**src/rtl/maxnet_sequencer_pkg.sv**
```systemverilog
// Purpose : shared types and constants for the maxnet iteration sequencer.
// Latency : n/a (types, constants and a pure decode function).
// Backpressure: n/a.
package maxnet_sequencer_pkg;

  localparam int LANES  = 4;
  localparam int LANE_W = $clog2(LANES);

  // a-register source select values
  localparam logic A_SRC_INIT     = 1'b0;
  localparam logic A_SRC_FEEDBACK = 1'b1;

  typedef enum logic [2:0] {
    S_IDLE,
    S_LOAD_B,
    S_LOAD_A,
    S_MULT,
    S_ADD,
    S_UPDATE,
    S_CHECK,
    S_DONE
  } state_t;

  // Moore control outputs, one bundle per state
  typedef struct packed {
    logic start_ready;
    logic b_regs_en;
    logic a_regs_en;
    logic a_muxs;
    logic pu_mult_regs_en;
    logic pu_add_regs_en;
    logic done;
  } ctl_t;

  function automatic ctl_t ctl_for(state_t s);
    ctl_t c;
    c = '0;
    case (s)
      S_IDLE:   c.start_ready = 1'b1;
      S_LOAD_B: c.b_regs_en = 1'b1;
      S_LOAD_A: begin
        c.a_regs_en = 1'b1;
        c.a_muxs    = A_SRC_INIT;
      end
      S_MULT:   c.pu_mult_regs_en = 1'b1;
      S_ADD:    c.pu_add_regs_en = 1'b1;
      S_UPDATE: begin
        c.a_regs_en = 1'b1;
        c.a_muxs    = A_SRC_FEEDBACK;
      end
      S_DONE:   c.done = 1'b1;
      default:  c = '0;
    endcase
    return c;
  endfunction

endpackage

```
**src/rtl/maxnet_lane_select.sv**
```systemverilog
// Purpose : classify the lane-zero flags: at most one nonzero lane, all lanes zero,
//           and the lowest nonzero lane index (0 when every lane is zero).
// Latency : combinational. Backpressure: none.
// Ports   : z[LANES-1:0] in (1 = lane is zero); nz_le1, nz_zero, low_idx out.
module maxnet_lane_select
  import maxnet_sequencer_pkg::*;
(
  input  logic [LANES-1:0]  z,
  output logic              nz_le1,
  output logic              nz_zero,
  output logic [LANE_W-1:0] low_idx
);

  logic [LANE_W:0] cnt;

  always_comb begin
    cnt     = '0;
    low_idx = '0;
    for (int i = 0; i < LANES; i++) begin
      cnt = cnt + (LANE_W + 1)'(~z[i]);
    end
    // scan downwards so the lowest nonzero lane is the last one written
    for (int i = LANES - 1; i >= 0; i--) begin
      if (!z[i]) low_idx = LANE_W'(i);
    end
    nz_le1  = (cnt <= (LANE_W + 1)'(1));
    nz_zero = (cnt == '0);
  end

endmodule

```
**src/rtl/maxnet_sequencer.sv**
```systemverilog
// Purpose : bounded, handshaked iteration sequencer for the 4-lane winner-take-all datapath.
// Latency : start at cycle 0 -> first CHECK at 3; +4 cycles per iteration; done 1 cycle after final CHECK.
// Backpressure: start accepted only in IDLE; DONE (and its result) held until res_ready.
// Ports   : start_valid/start_ready host handshake; z0..z3, end_signal datapath flags;
//           *_en, a_muxs datapath controls; res_mux, done/res_ready, iter_count, timeout, all_zero results.
module maxnet_sequencer
  import maxnet_sequencer_pkg::*;
#(
  parameter int MAX_ITER = 31,
  parameter int CNT_W    = 5
) (
  input  logic              clk,
  input  logic              rst,
  input  logic              start_valid,
  output logic              start_ready,
  input  logic              z0,
  input  logic              z1,
  input  logic              z2,
  input  logic              z3,
  input  logic              end_signal,
  output logic              b_regs_en,
  output logic              a_regs_en,
  output logic              a_muxs,
  output logic              pu_mult_regs_en,
  output logic              pu_add_regs_en,
  output logic [LANE_W-1:0] res_mux,
  output logic              done,
  input  logic              res_ready,
  output logic [CNT_W-1:0]  iter_count,
  output logic              timeout,
  output logic              all_zero
);

  // iter_count must be able to reach MAX_ITER without wrapping
  generate
    if (MAX_ITER < 1 || MAX_ITER > (2 ** CNT_W) - 1) begin : g_bad_max_iter
      $error("maxnet_sequencer: MAX_ITER must be in 1..2**CNT_W-1");
    end
  endgenerate

  state_t            state;
  state_t            nxt;
  ctl_t              ctl;
  logic              nz_le1;
  logic              nz_zero;
  logic [LANE_W-1:0] low_idx;
  logic              resolved;

  maxnet_lane_select u_lane_select (
    .z       ({z3, z2, z1, z0}),
    .nz_le1  (nz_le1),
    .nz_zero (nz_zero),
    .low_idx (low_idx)
  );

  // end_signal wins even when the flags disagree
  assign resolved = end_signal | nz_le1;

  always_comb begin
    nxt = state;
    case (state)
      S_IDLE:   if (start_valid) nxt = S_LOAD_B;
      S_LOAD_B: nxt = S_LOAD_A;
      S_LOAD_A: nxt = S_CHECK;
      S_MULT:   nxt = S_ADD;
      S_ADD:    nxt = S_UPDATE;
      S_UPDATE: nxt = S_CHECK;
      S_CHECK:  nxt = (resolved || iter_count == CNT_W'(MAX_ITER)) ? S_DONE : S_MULT;
      S_DONE:   if (res_ready) nxt = S_IDLE;
      default:  nxt = S_IDLE;
    endcase
  end

  // Control outputs are registered from the next state, so they track the
  // state register exactly and never glitch on input changes.
  always_ff @(posedge clk) begin
    if (rst) begin
      state      <= S_IDLE;
      ctl        <= ctl_for(S_IDLE);
      res_mux    <= '0;
      iter_count <= '0;
      timeout    <= 1'b0;
      all_zero   <= 1'b0;
    end else begin
      state <= nxt;
      ctl   <= ctl_for(nxt);
      if (state == S_IDLE && start_valid) begin
        iter_count <= '0;
        timeout    <= 1'b0;
        all_zero   <= 1'b0;
      end
      if (state == S_UPDATE) begin
        iter_count <= iter_count + CNT_W'(1);
      end
      if (state == S_CHECK && nxt == S_DONE) begin
        res_mux  <= low_idx;
        all_zero <= nz_zero;
        timeout  <= ~resolved;
      end
    end
  end

  assign start_ready     = ctl.start_ready;
  assign b_regs_en       = ctl.b_regs_en;
  assign a_regs_en       = ctl.a_regs_en;
  assign a_muxs          = ctl.a_muxs;
  assign pu_mult_regs_en = ctl.pu_mult_regs_en;
  assign pu_add_regs_en  = ctl.pu_add_regs_en;
  assign done            = ctl.done;

endmodule

```
**config.mk**
```make
export PLATFORM = sky130hd
export DESIGN_NAME = maxnet_sequencer
export DESIGN_NICKNAME = d
export VERILOG_FILES = /design/src/rtl/maxnet_sequencer_pkg.sv /design/src/rtl/maxnet_lane_select.sv /design/src/rtl/maxnet_sequencer.sv
export SDC_FILE = /design/constraint.sdc
export NUM_CORES = 1
export LEC_CHECK = 0
export BUFFER_PORTS_ARGS = -buffer_cell sky130_fd_sc_hd__clkbuf_2
export CAP_MARGIN = 20
export CORE_MARGIN = 2
export CORE_UTILIZATION = 50
export CTS_CLUSTER_DIAMETER = 200
export CTS_CLUSTER_SIZE = 10
export DETAILED_ROUTE_END_ITERATION = 8
export PLACE_DENSITY = 0.73
export SYNTH_ARGS = -nofsm -noshare
export SYNTH_HDL_FRONTEND = slang
export SYNTH_HIERARCHICAL = 1
export SYNTH_SLANG_ARGS = --single-unit
```
**constraint.sdc**
```tcl
create_clock -name clk -period 2.5 [get_ports clk]
set_clock_uncertainty 0.1 [all_clocks]
set_input_delay 0 -clock clk [delete_from_list [all_inputs] [get_ports clk]]
set_output_delay 0 -clock clk [all_outputs]
set_load 0.02 [all_outputs]
```
After elaboration in Yosys (flattened, before gate mapping)
Index checks and enable logic that the tools add are counted.
{"block": "classes", "add_sub_neg": 4, "multipliers": 0, "div_mod_pow": 0, "order_cmp": 1, "n_eq_ne": 14, "n_shift": 0, "mux": 19, "n_bitwise": 6, "reduce_logical": 9}
{"op": "3-bit == test (second input constant)", "count": 7}
{"op": "3-bit one-hot mux with 7 select lines", "count": 1}
{"op": "3-bit by 2-bit == test with 1-bit output (second input constant)", "count": 4}
{"op": "1-bit inverter with 3-bit output", "count": 4}
{"op": "5-bit two-way mux", "count": 2}
{"op": "3-bit adder", "count": 3}
{"op": "3-bit logical NOT", "count": 3}
{"op": "3-bit two-way mux", "count": 3}
{"op": "1-bit two-way mux", "count": 8}
{"op": "2-bit two-way mux", "count": 4}
{"op": "3-bit by 1-bit == test with 1-bit output (second input constant)", "count": 2}
{"op": "5-bit by 1-bit adder with 5-bit output (second input constant)", "count": 1}
{"op": "5-bit == test (second input constant)", "count": 1}
{"op": "2-bit one-hot mux with 2 select lines", "count": 1}
{"op": "2-bit nonzero test", "count": 2}
{"op": "3-bit by 1-bit <= comparator with 1-bit output (second input constant)", "count": 1}
{"op": "1-bit logical AND", "count": 2}
{"op": "2-bit OR reduction", "count": 1}
{"op": "1-bit logical OR", "count": 1}
{"op": "1-bit inverter", "count": 1}
{"op": "1-bit OR", "count": 1}
{"block": "totals", "ff_bits": 19, "latch_bits": 0, "ram_bits": 0, "mem_bits_ro": 0, "inputBits": 9, "word_cells": 65, "memories": 0}

Logic depth before layout (Yosys ltp)
Gate-level depths: netlist (run 1).
{"block": "depth", "ltp_word": 12, "mapped_depth": 9}

Hierarchy
Netlist (run 1), hierarchy kept.
{"module": "maxnet_sequencer", "n_inst": 1, "cells_each": 87, "area_each_um2": 893.4, "seq_area_each_um2": 380.4}
{"module": "maxnet_lane_select", "n_inst": 1, "cells_each": 17, "area_each_um2": 126.4, "seq_area_each_um2": 0.0}

Worst setup path before layout (run 1)
OpenSTA, ideal clock, no wires.
{"block": "synth_path", "path_kind": "input to register", "start": "input z1", "end": "register all_zero", "setup_time_ns": 0.121, "arrival_ns": 1.985, "required_ns": 2.279, "slack_ns": 0.294, "stages": 9, "cell_sequence": "fa_1 inv_1 ha_1 inv_1 ha_1 nor2_1 a22o_1 o311a_4 mux2_4"}
{"block": "synth_via", "elab_chain_cells": 12, "elab_cells_between_ends": 14, "cone_classes": "3 x add/sub; 1 x order compare; 1 x eq/ne; 3 x mux; 2 x bitwise; 4 x reduce/logical"}
{"item": "start, declared", "line_no": "maxnet_sequencer.sv:17", "source": "input logic z1,"}
{"item": "1-bit inverter with 3-bit output (*)", "line_no": "maxnet_lane_select.sv:20", "source": "cnt = cnt + (LANE_W + 1)'(~z[i]);"}
{"item": "3-bit adder (*) (3 in series)", "line_no": "maxnet_lane_select.sv:20"}
{"item": "3-bit by 1-bit <= comparator with 1-bit output (*)", "line_no": "maxnet_lane_select.sv:26", "source": "nz_le1 = (cnt <= (LANE_W + 1)'(1));"}
{"item": "net nz_le1", "line_no": "maxnet_sequencer.sv:44", "source": "logic nz_le1;"}
{"item": "1-bit OR (*)", "line_no": "maxnet_sequencer.sv:57", "source": "assign resolved = end_signal | nz_le1;"}
{"item": "1-bit logical OR (*)", "line_no": "maxnet_sequencer.sv:68", "source": "S_CHECK: nxt = (resolved || iter_count == CNT_W'(MAX_ITER)) ? S_DONE : S_MULT;"}
{"item": "3-bit two-way mux (*)", "line_no": "maxnet_sequencer.sv:68"}
{"item": "3-bit one-hot mux with 7 select lines (*)", "line_no": "maxnet_sequencer.sv:61", "source": "case (state)"}
{"item": "3-bit == test (*)", "line_no": "maxnet_sequencer.sv:95", "source": "if (state == S_CHECK && nxt == S_DONE) begin"}
{"item": "1-bit logical AND (*)", "line_no": "maxnet_sequencer.sv:95"}
{"item": "1-bit two-way mux / 2-bit nonzero test (equally long branches)"}
{"item": "end signal, assigned", "line_no": "maxnet_sequencer.sv:97", "source": "all_zero <= nz_zero;"}
{"item": "end, declared", "line_no": "maxnet_sequencer.sv:31", "source": "output logic all_zero"}
Mark *: on every way through the listed nets, which the timed path passes. The rest lies on a longest branch.
A chain may end at the register's enable or synchronous reset.

Worst setup path in the final report (run 1)
{"block": "layout_path", "start": "input z1", "end": "register ctl, in the netlist pu_mult_regs_en"}
{"block": "layout_via", "elab_chain_cells": 11}
{"item": "1-bit inverter with 3-bit output", "line_no": "maxnet_lane_select.sv:20"}
{"item": "3-bit adder (3 in series)", "line_no": "maxnet_lane_select.sv:20"}
{"item": "3-bit by 1-bit <= comparator with 1-bit output", "line_no": "maxnet_lane_select.sv:26"}
{"item": "net nz_le1", "line_no": "maxnet_sequencer.sv:44"}
{"item": "1-bit OR", "line_no": "maxnet_sequencer.sv:57"}
{"item": "1-bit logical OR", "line_no": "maxnet_sequencer.sv:68"}
{"item": "3-bit two-way mux", "line_no": "maxnet_sequencer.sv:68"}
{"item": "3-bit one-hot mux with 7 select lines", "line_no": "maxnet_sequencer.sv:61"}
{"item": "3-bit by 2-bit == test with 1-bit output", "line_no": "maxnet_sequencer_pkg.sv:38", "source": "case (s)"}
{"item": "1-bit two-way mux", "line_no": "maxnet_sequencer_pkg.sv:38"}
{"item": "end signal, assigned", "line_no": "maxnet_sequencer.sv:79", "source": "ctl <= ctl_for(S_IDLE);"}
{"item": "end signal, assigned", "line_no": "maxnet_sequencer.sv:86", "source": "ctl <= ctl_for(nxt);"}
{"item": "end, declared", "line_no": "maxnet_sequencer.sv:43", "source": "ctl_t ctl;"}
The timed path passes the listed nets, and every way through them passes these cells.

==> results of run 1 <==
-- per-stage QoR --
| stage | hold WS [ns] | cells | utilization |
|---|---|---|---|
| 6_report | 0.0412 | 160 | 0.639 |
| 5_1_grt | 0.0408 | 160 | 0.639 |
| 4_1_cts | 0.0180 | 160 | 0.639 |
| 3_5_place_dp | 0.159 | 149 | 0.588 |
| 3_3_place_gp | 0.133 | 149 | 0.588 |
| 2_1_floorplan | 0.00375 | 104 | - |
-- power by group through the flow --
stage	logic, µW	registers, µW	clock network [µW]
after detailed placement	131	354	0
after floorplan	108	344	0
after CTS	141	347	157
after global placement	126	353	0
final	142	349	152
after global routing	159	352	171
-- cell type report --
cell class | count | area (µm²)
fillers | 180 | 702
multi-input cells | 71 | 578
flip-flops and latches | 19 | 380
repair buffers | 31 | 190
well taps | 27 | 33.8
inverters | 8 | 30.0
clock buffers | 3 | 22.5
clock inverters | 1 | 5.00
-- worst paths after layout --
check | startpoint | to | slack, ns | depth (start not counted)
worst min register to register | res_mux[0] | res_mux[0] | 0.37 | 2
worst min-delay path | end_signal | state[2] | 0.04 | 3
worst max-delay path | z1 | pu_mult_regs_en | 0.34 | 10
worst max register to register | iter_count[0] | pu_mult_regs_en | 0.62 | 5
-- per-layer routing --
layer	share of wire	track usage	up-vias
met2	0.49	0.320	23
met1	0.46	0.243	413
met3	0.046	0.0337	2
li1	-	-	433
met4	0.0071	0.0905	0
met5	0	0	-
-- kinds of logic (layout without fill, tap and decap cells) --
logic type	count (synthesis)	after routing	synth area share
buf+inv	14	43	0.0601
mux	5	5	0.0638
simple gates	38	38	0.236
fa+ha+maj	7	7	0.0933
flops	19	19	0.373
compound gates	20	20	0.166
xor+xnor	1	1	0.00859
-- placed cells by master, fill, tap and decap left out, types with 2 or more instances in the layout --
cell,synthesis,layout
nor4_1,2,2
ha_1,6,6
clkbuf_2,0,24
inv_1,8,8
nor2b_1,3,3
dlygate4sd3_1,0,7
nor2_1,3,3
mux2_4,3,3
and3_1,3,3
dfxtp_1,19,19
clkbuf_4,0,3
nor3_1,5,5
nor3_2,2,2
nand2_1,9,9
mux2i_1,2,2
a21oi_1,5,5
nor3b_1,3,3
a22o_1,4,4
-- critical path, stage by stage --
cell and delay, ns:
clkbuf_2 0.11, fa_1 0.47, inv_1 0.07, ha_1 0.16, inv_1 0.07, ha_1 0.29
nor2_1 0.04, a22o_1 0.26, o311a_4 0.44, a2111oi_2 0.34
==> results.txt, run 1 <==
----------------------------------------------------
[Outcome]
  Status ... finished clean

[Critical path]
  Kind of launch point of the worst setup path ... primary input
  Worst setup path category ... in -> reg
  Critical path required time ... 2.59 ns
  Worst endpoint data arrival time ... 2.26 ns
  Crit path capture type ... flip-flop
  Critical path peak fanout ... 6

[Clock tree]
  CTS max path bufs ... 2
  Setup Fix Bufs, Post-CTS ... 0
  Cell at the root of the clock tree ... clkbuf_4
  CTS Hold Bufs ... 7
  Clock buffers created by TritonCTS ... 3
  Worst-skew pair later-pin latency ... 0.29 ns
  # resized after CTS ... 0
  CTS tree ... done
  CTS Sinks ... 19
  Clock transition at the registers of the reported paths ... 0.11 ns
  Number of H-tree branching levels ... 1

[Synth]
  Syn avg cell area ... 9.81 µm²
  List of most frequent post-synthesis cells ... dfxtp_1, nand2_1, inv_1, ha_1
  Count of flip-flops with a built-in enable after synthesis ... 0
  Warnings from Yosys ... 6
  Synth top area share ... 0.373
  Post-synthesis async set-or-reset flop share ... 0
  Cell count after synthesis ... 104
  Sequential-to-total area share from yosys stat ... 0.373
  Count leader, synth ... dfxtp_1
  Main synth FF type ... dfxtp_1
  Top cell type by total area after synthesis ... dfxtp_1
  Leading cell types by total area after synthesis ... dfxtp_1, ha_1, mux2_4
  Post-synthesis instance area ... 1020 µm²
  Total of flip-flops plus latches after synthesis ... 19
  Distinct cells, synth ... 39
  Synthesized netlist net count ... 120

[Cells and area]
  Signed area change from the synthesized netlist to the final layout ... 21.6%
  Largest register FFs ... 5
  Ant. Diodes ... 0
  Fraction of final layout cells with drive strength greater than 1 ... 0.286
  Design Area, Final ... 1240 µm²
  Register with the highest flop count ... iter_count
  # nets final ... 150
  Largest registers ranked by flip-flop count ... iter_count x5, state x3, res_mux x2

[Place]
  Dpl cell area ... 1140 µm²
  IO Port Bufs ... 24
  Placement Setup Slack ... 0.00478 ns
  Last weighted congestion value of the routability-driven placer ... 0.739
  Dpl hpwl ... 1430 µm

[Routing]
  Via total after detailed routing ... 871
  Via density per instance ... 5.44
  DR iter-0 viols ... 17
  Routed wirelength normalized by instance count ... 13.2 µm
  Pre-antenna DRT Iters ... 4
  ANT nets after route ... 0
  Number of remaining DRC errors ... 0
  Final Routed Wirelength ... 2120 µm

[STA]
  Fraction of the cycle the final worst path needs ... 0.865
  Slew margin rel. ... 0.555
  Maximum clock frequency ... 463 MHz
  Max Slew Vio Count ... 0
  Number of endpoints failing setup at the final stage ... 0
  Least-Margin Pin Slew ... 0.667 ns
  Count of final hold-check violations ... 0
  Final-layout setup total negative slack ... 0 ns
  Slack of the critical path ... 0.339 ns
  RSZ-0062 raised after global routing ... no
  Final worst path period need ... 2.16 ns

[Power]
  Clock Power Share ... 0.236
  Leak pwr ... 0.000566 µW
  Pwr Total ... 642 µW
  Sw Ratio ... 0.310
  Cell-internal power ... 443 µW
  Pwr dens ... 518 nW/µm²
  Power share of the combinational group ... 0.221
  Sequential power share ... 0.543
  Net switching power ... 199 µW
  Worst VDD drop ... 0.247 mV

[Floorplanning]
  IO Pins ... 25
  Horizontal die dimension ... 49.2 µm
  Placeable core area ... 1940 µm²
  Starting density of the core ... 0.525
  Die Footprint ... 2420 µm²
  Count of standard-cell rows ... 16
  Die height ... 49.2 µm

[GRT]
  Initial antenna violation count ... 0
  First-pass GRT wire length ... 3630 µm
  Remaining global-route overflow ... 0
  Vias in the first global route ... 834
  Pin count of the biggest net entering global routing ... 20
  Global routing usage summed across all routing layers ... 0.194

[Job]
  Total of max-cap violations ... 0

[Worst hold path]
  Type of the worst min-delay path ... in -> reg

----------------------------------------------------
No activity file was read; power rests on OpenSTA's default activity.
==> run 2, diff against run 1 <==
PLACE_DENSITY = 0.74   (was 0.73)
SKIP_LAST_GASP = 1   (was default)
SYNTH_HIERARCHICAL = default   (was 1)
==> results.txt, run 2 <==
----------------------------------------------------
[Clock tree]
  CTS Sinks ... 19
  Cell at the root of the clock tree ... clkbuf_4
  Clock transition at the registers of the reported paths ... 0.10 ns
  Setup Fix Bufs, Post-CTS ... 0
  Clock buffers created by TritonCTS ... 3
  CTS max path bufs ... 2
  Number of H-tree branching levels ... 1
  Worst-skew pair later-pin latency ... 0.29 ns
  CTS tree ... done

[Floorplanning]
  Starting density of the core ... 0.544
  Die Footprint ... 2290 µm²
  Die height ... 47.8 µm
  IO Pins ... 25
  Count of standard-cell rows ... 15
  Placeable core area ... 1760 µm²
  Horizontal die dimension ... 47.8 µm

[STA]
  Slack of the critical path ... 0.162 ns
  Max Slew Vio Count ... 0
  Final-layout setup total negative slack ... 0 ns
  Maximum clock frequency ... 428 MHz
  Count of final hold-check violations ... 0
  Least-Margin Pin Slew ... 0.537 ns
  Number of endpoints failing setup at the final stage ... 0
  Slew margin rel. ... 0.642
  RSZ-0062 raised after global routing ... no
  Final worst path period need ... 2.34 ns
  Fraction of the cycle the final worst path needs ... 0.935

[Place]
  Number of instances in the placed design ... 145
  Dpl cell area ... 1080 µm²
  IO Port Bufs ... 24
  Dpl hpwl ... 1360 µm
  Placement Setup Slack ... 0.358 ns
  Last weighted congestion value of the routability-driven placer ... 0.742

[Cells and area]
  Leading cell type in the layout, fill and taps excluded ... clkbuf_2
  Signed area change from the synthesized netlist to the final layout ... 24.3%
  Ant. Diodes ... 0
  # nets final ... 148
  Largest register FFs ... 5
  Largest registers ranked by flip-flop count ... iter_count x5, state x3, res_mux x2
  Non-filler cells in the finished layout ... 157
  Register with the highest flop count ... iter_count
  Design Area, Final ... 1190 µm²
  Fraction of final layout cells with drive strength greater than 1 ... 0.280
  Top library cells by usage in the layout, fill and taps aside ... clkbuf_2, dfxtp_1, nand2_1, inv_1, dlygate4sd3_1

[Synth]
  Post-synthesis instance area ... 960 µm²
  Synthesized netlist net count ... 116
  Distinct cells, synth ... 40
  Synth top area share ... 0.396
  Sequential-to-total area share from yosys stat ... 0.396
  Total of flip-flops plus latches after synthesis ... 19
  Warnings from Yosys ... 0
  Count of flip-flops with a built-in enable after synthesis ... 0
  Syn avg cell area ... 9.50 µm²
  Count leader, synth ... dfxtp_1
  Top cell type by total area after synthesis ... dfxtp_1
  Main synth FF type ... dfxtp_1
  List of most frequent post-synthesis cells ... dfxtp_1, nand2_1, inv_1, ha_1
  Cell count after synthesis ... 101
  Leading cell types by total area after synthesis ... dfxtp_1, ha_1, nand2_1
  Post-synthesis async set-or-reset flop share ... 0

[Worst hold path]
  Hold path cells ... 4
  Type of the worst min-delay path ... in -> reg
  Hold EP ... res_mux[0]
  Worst Min Path Start ... z1

[Outcome]
  Status ... finished clean

[GRT]
  Vias in the first global route ... 743
  First-pass GRT wire length ... 3330 µm
  GRT met2 Usage ... 0.301
  Pin count of the biggest net entering global routing ... 17
  Global routing usage summed across all routing layers ... 0.211
  Most used routing layer in global routing ... met2
  Initial antenna violation count ... 0
  Met3 Use GR ... 0.0491
  Global routing met1 resource utilization ... 0.293
  Remaining global-route overflow ... 0

[Critical path]
  Worst endpoint data arrival time ... 2.46 ns
  Worst reg2reg path startpoint ... iter_count[0]
  R2R Setup Slk ... 0.66 ns
  Critical path required time ... 2.62 ns
  Crit path capture type ... flip-flop
  Worst setup path category ... in -> reg
  Critical path peak fanout ... 2
  Kind of launch point of the worst setup path ... primary input
  Capture instance of the worst register-to-register path ... all_zero
  R2R cell count ... 7

[Power]
  Pwr dens ... 514 nW/µm²
  Leak pwr ... 0.000542 µW
  Worst VDD drop ... 0.405 mV

[Routing]
  Final Routed Wirelength ... 1940 µm
  DR iter-0 viols ... 13
  Pre-antenna DRT Iters ... 4
  Number of remaining DRC errors ... 0
  Via total after detailed routing ... 832
  Routed wirelength normalized by instance count ... 12.4 µm
  ANT nets after route ... 0
  Via density per instance ... 5.30

[Job]
  Total of max-cap violations ... 0

----------------------------------------------------
## run 2: cell types whose count changed after synthesis, moves of 2 or more
cell	before	now
nor3b_1	3	1
nand2b_1	1	3
nor3_1	5	3
or3_1	0	3
o211ai_1	0	3
o2bb2ai_1	0	2
buf_2	4	2
a31oi_1	0	2
o21ai_0	1	4
a22o_1	4	0
mux2_4	3	0
o2111ai_1	0	3
nor3_2	2	0
## run 2: logic make-up after synthesis
group | after synthesis | share of synthesized area
DFF | 19 | 0.396
buffers and inverters | 14 | 0.0691
xor gates and xnor gates | 1 | 0.00913
AOI/OAI and AO/OA | 25 | 0.210
adders and majority gates | 6 | 0.0861
muxes | 1 | 0.0104
and+or+nand+nor | 35 | 0.219
## run 2: layer usage
layer	wire, µm	vias up
met4	38	0
met5	0	-
li1	-	428
met1	939	382
met3	73	4
met2	890	18
## run 2: how the worst max path moves through the flow
stage | start | to | slack (ns)
global route | z0 | res_mux[0] | 0.07
detailed placement | z0 | res_mux[1] | 0.36
CTS | z0 | res_mux[1] | 0.13
global placement | z0 | all_zero | 0.45
finish | z0 | all_zero | 0.16
floorplan | z0 | res_mux[1] | 0.54
## run 2: cell type report
type / instances / area [µm²]
Inverter: 8 / 30.0
Tap cell: 25 / 31.3
Timing Repair Buffer: 33 / 208
Sequential cell: 19 / 380
Fill cell: 170 / 572
Clock buffer: 3 / 22.5
Multi-Input combinational cell: 68 / 515
Clock inverter: 1 / 5.00
## run 2: timing repair
item | in CTS | in global routing
hold buffers | 8 | 0
gates resized for setup | 0 | 1
setup endpoints to repair | 0 | 1
endpoints found under the hold margin | 11 | 0
## run 2: through the flow
stage | utilization | hold slack (ns) | power, µW
after global placement | 0.613 | 0.131 | 452
after floorplan | - | -0.000476 | 426
final | 0.676 | 0.0731 | 613
after detailed placement | 0.613 | 0.131 | 455
after CTS | 0.674 | 0.0718 | 618
after global routing | 0.676 | 0.0963 | 654
## run 2: where the power goes
group	internal (µW)	switching (µW)
registers	317	26.2
logic	55.5	63.3
clock network	59.5	91.2
## run 2: worst max-delay path, stage by stage
cell	delay, ns
dlygate4sd3_1	0.52
clkbuf_2	0.11
inv_1	0.08
fa_1	0.49
ha_1	0.21
ha_1	0.26
or3_1	0.35
or3_1	0.30
a21oi_1	0.14
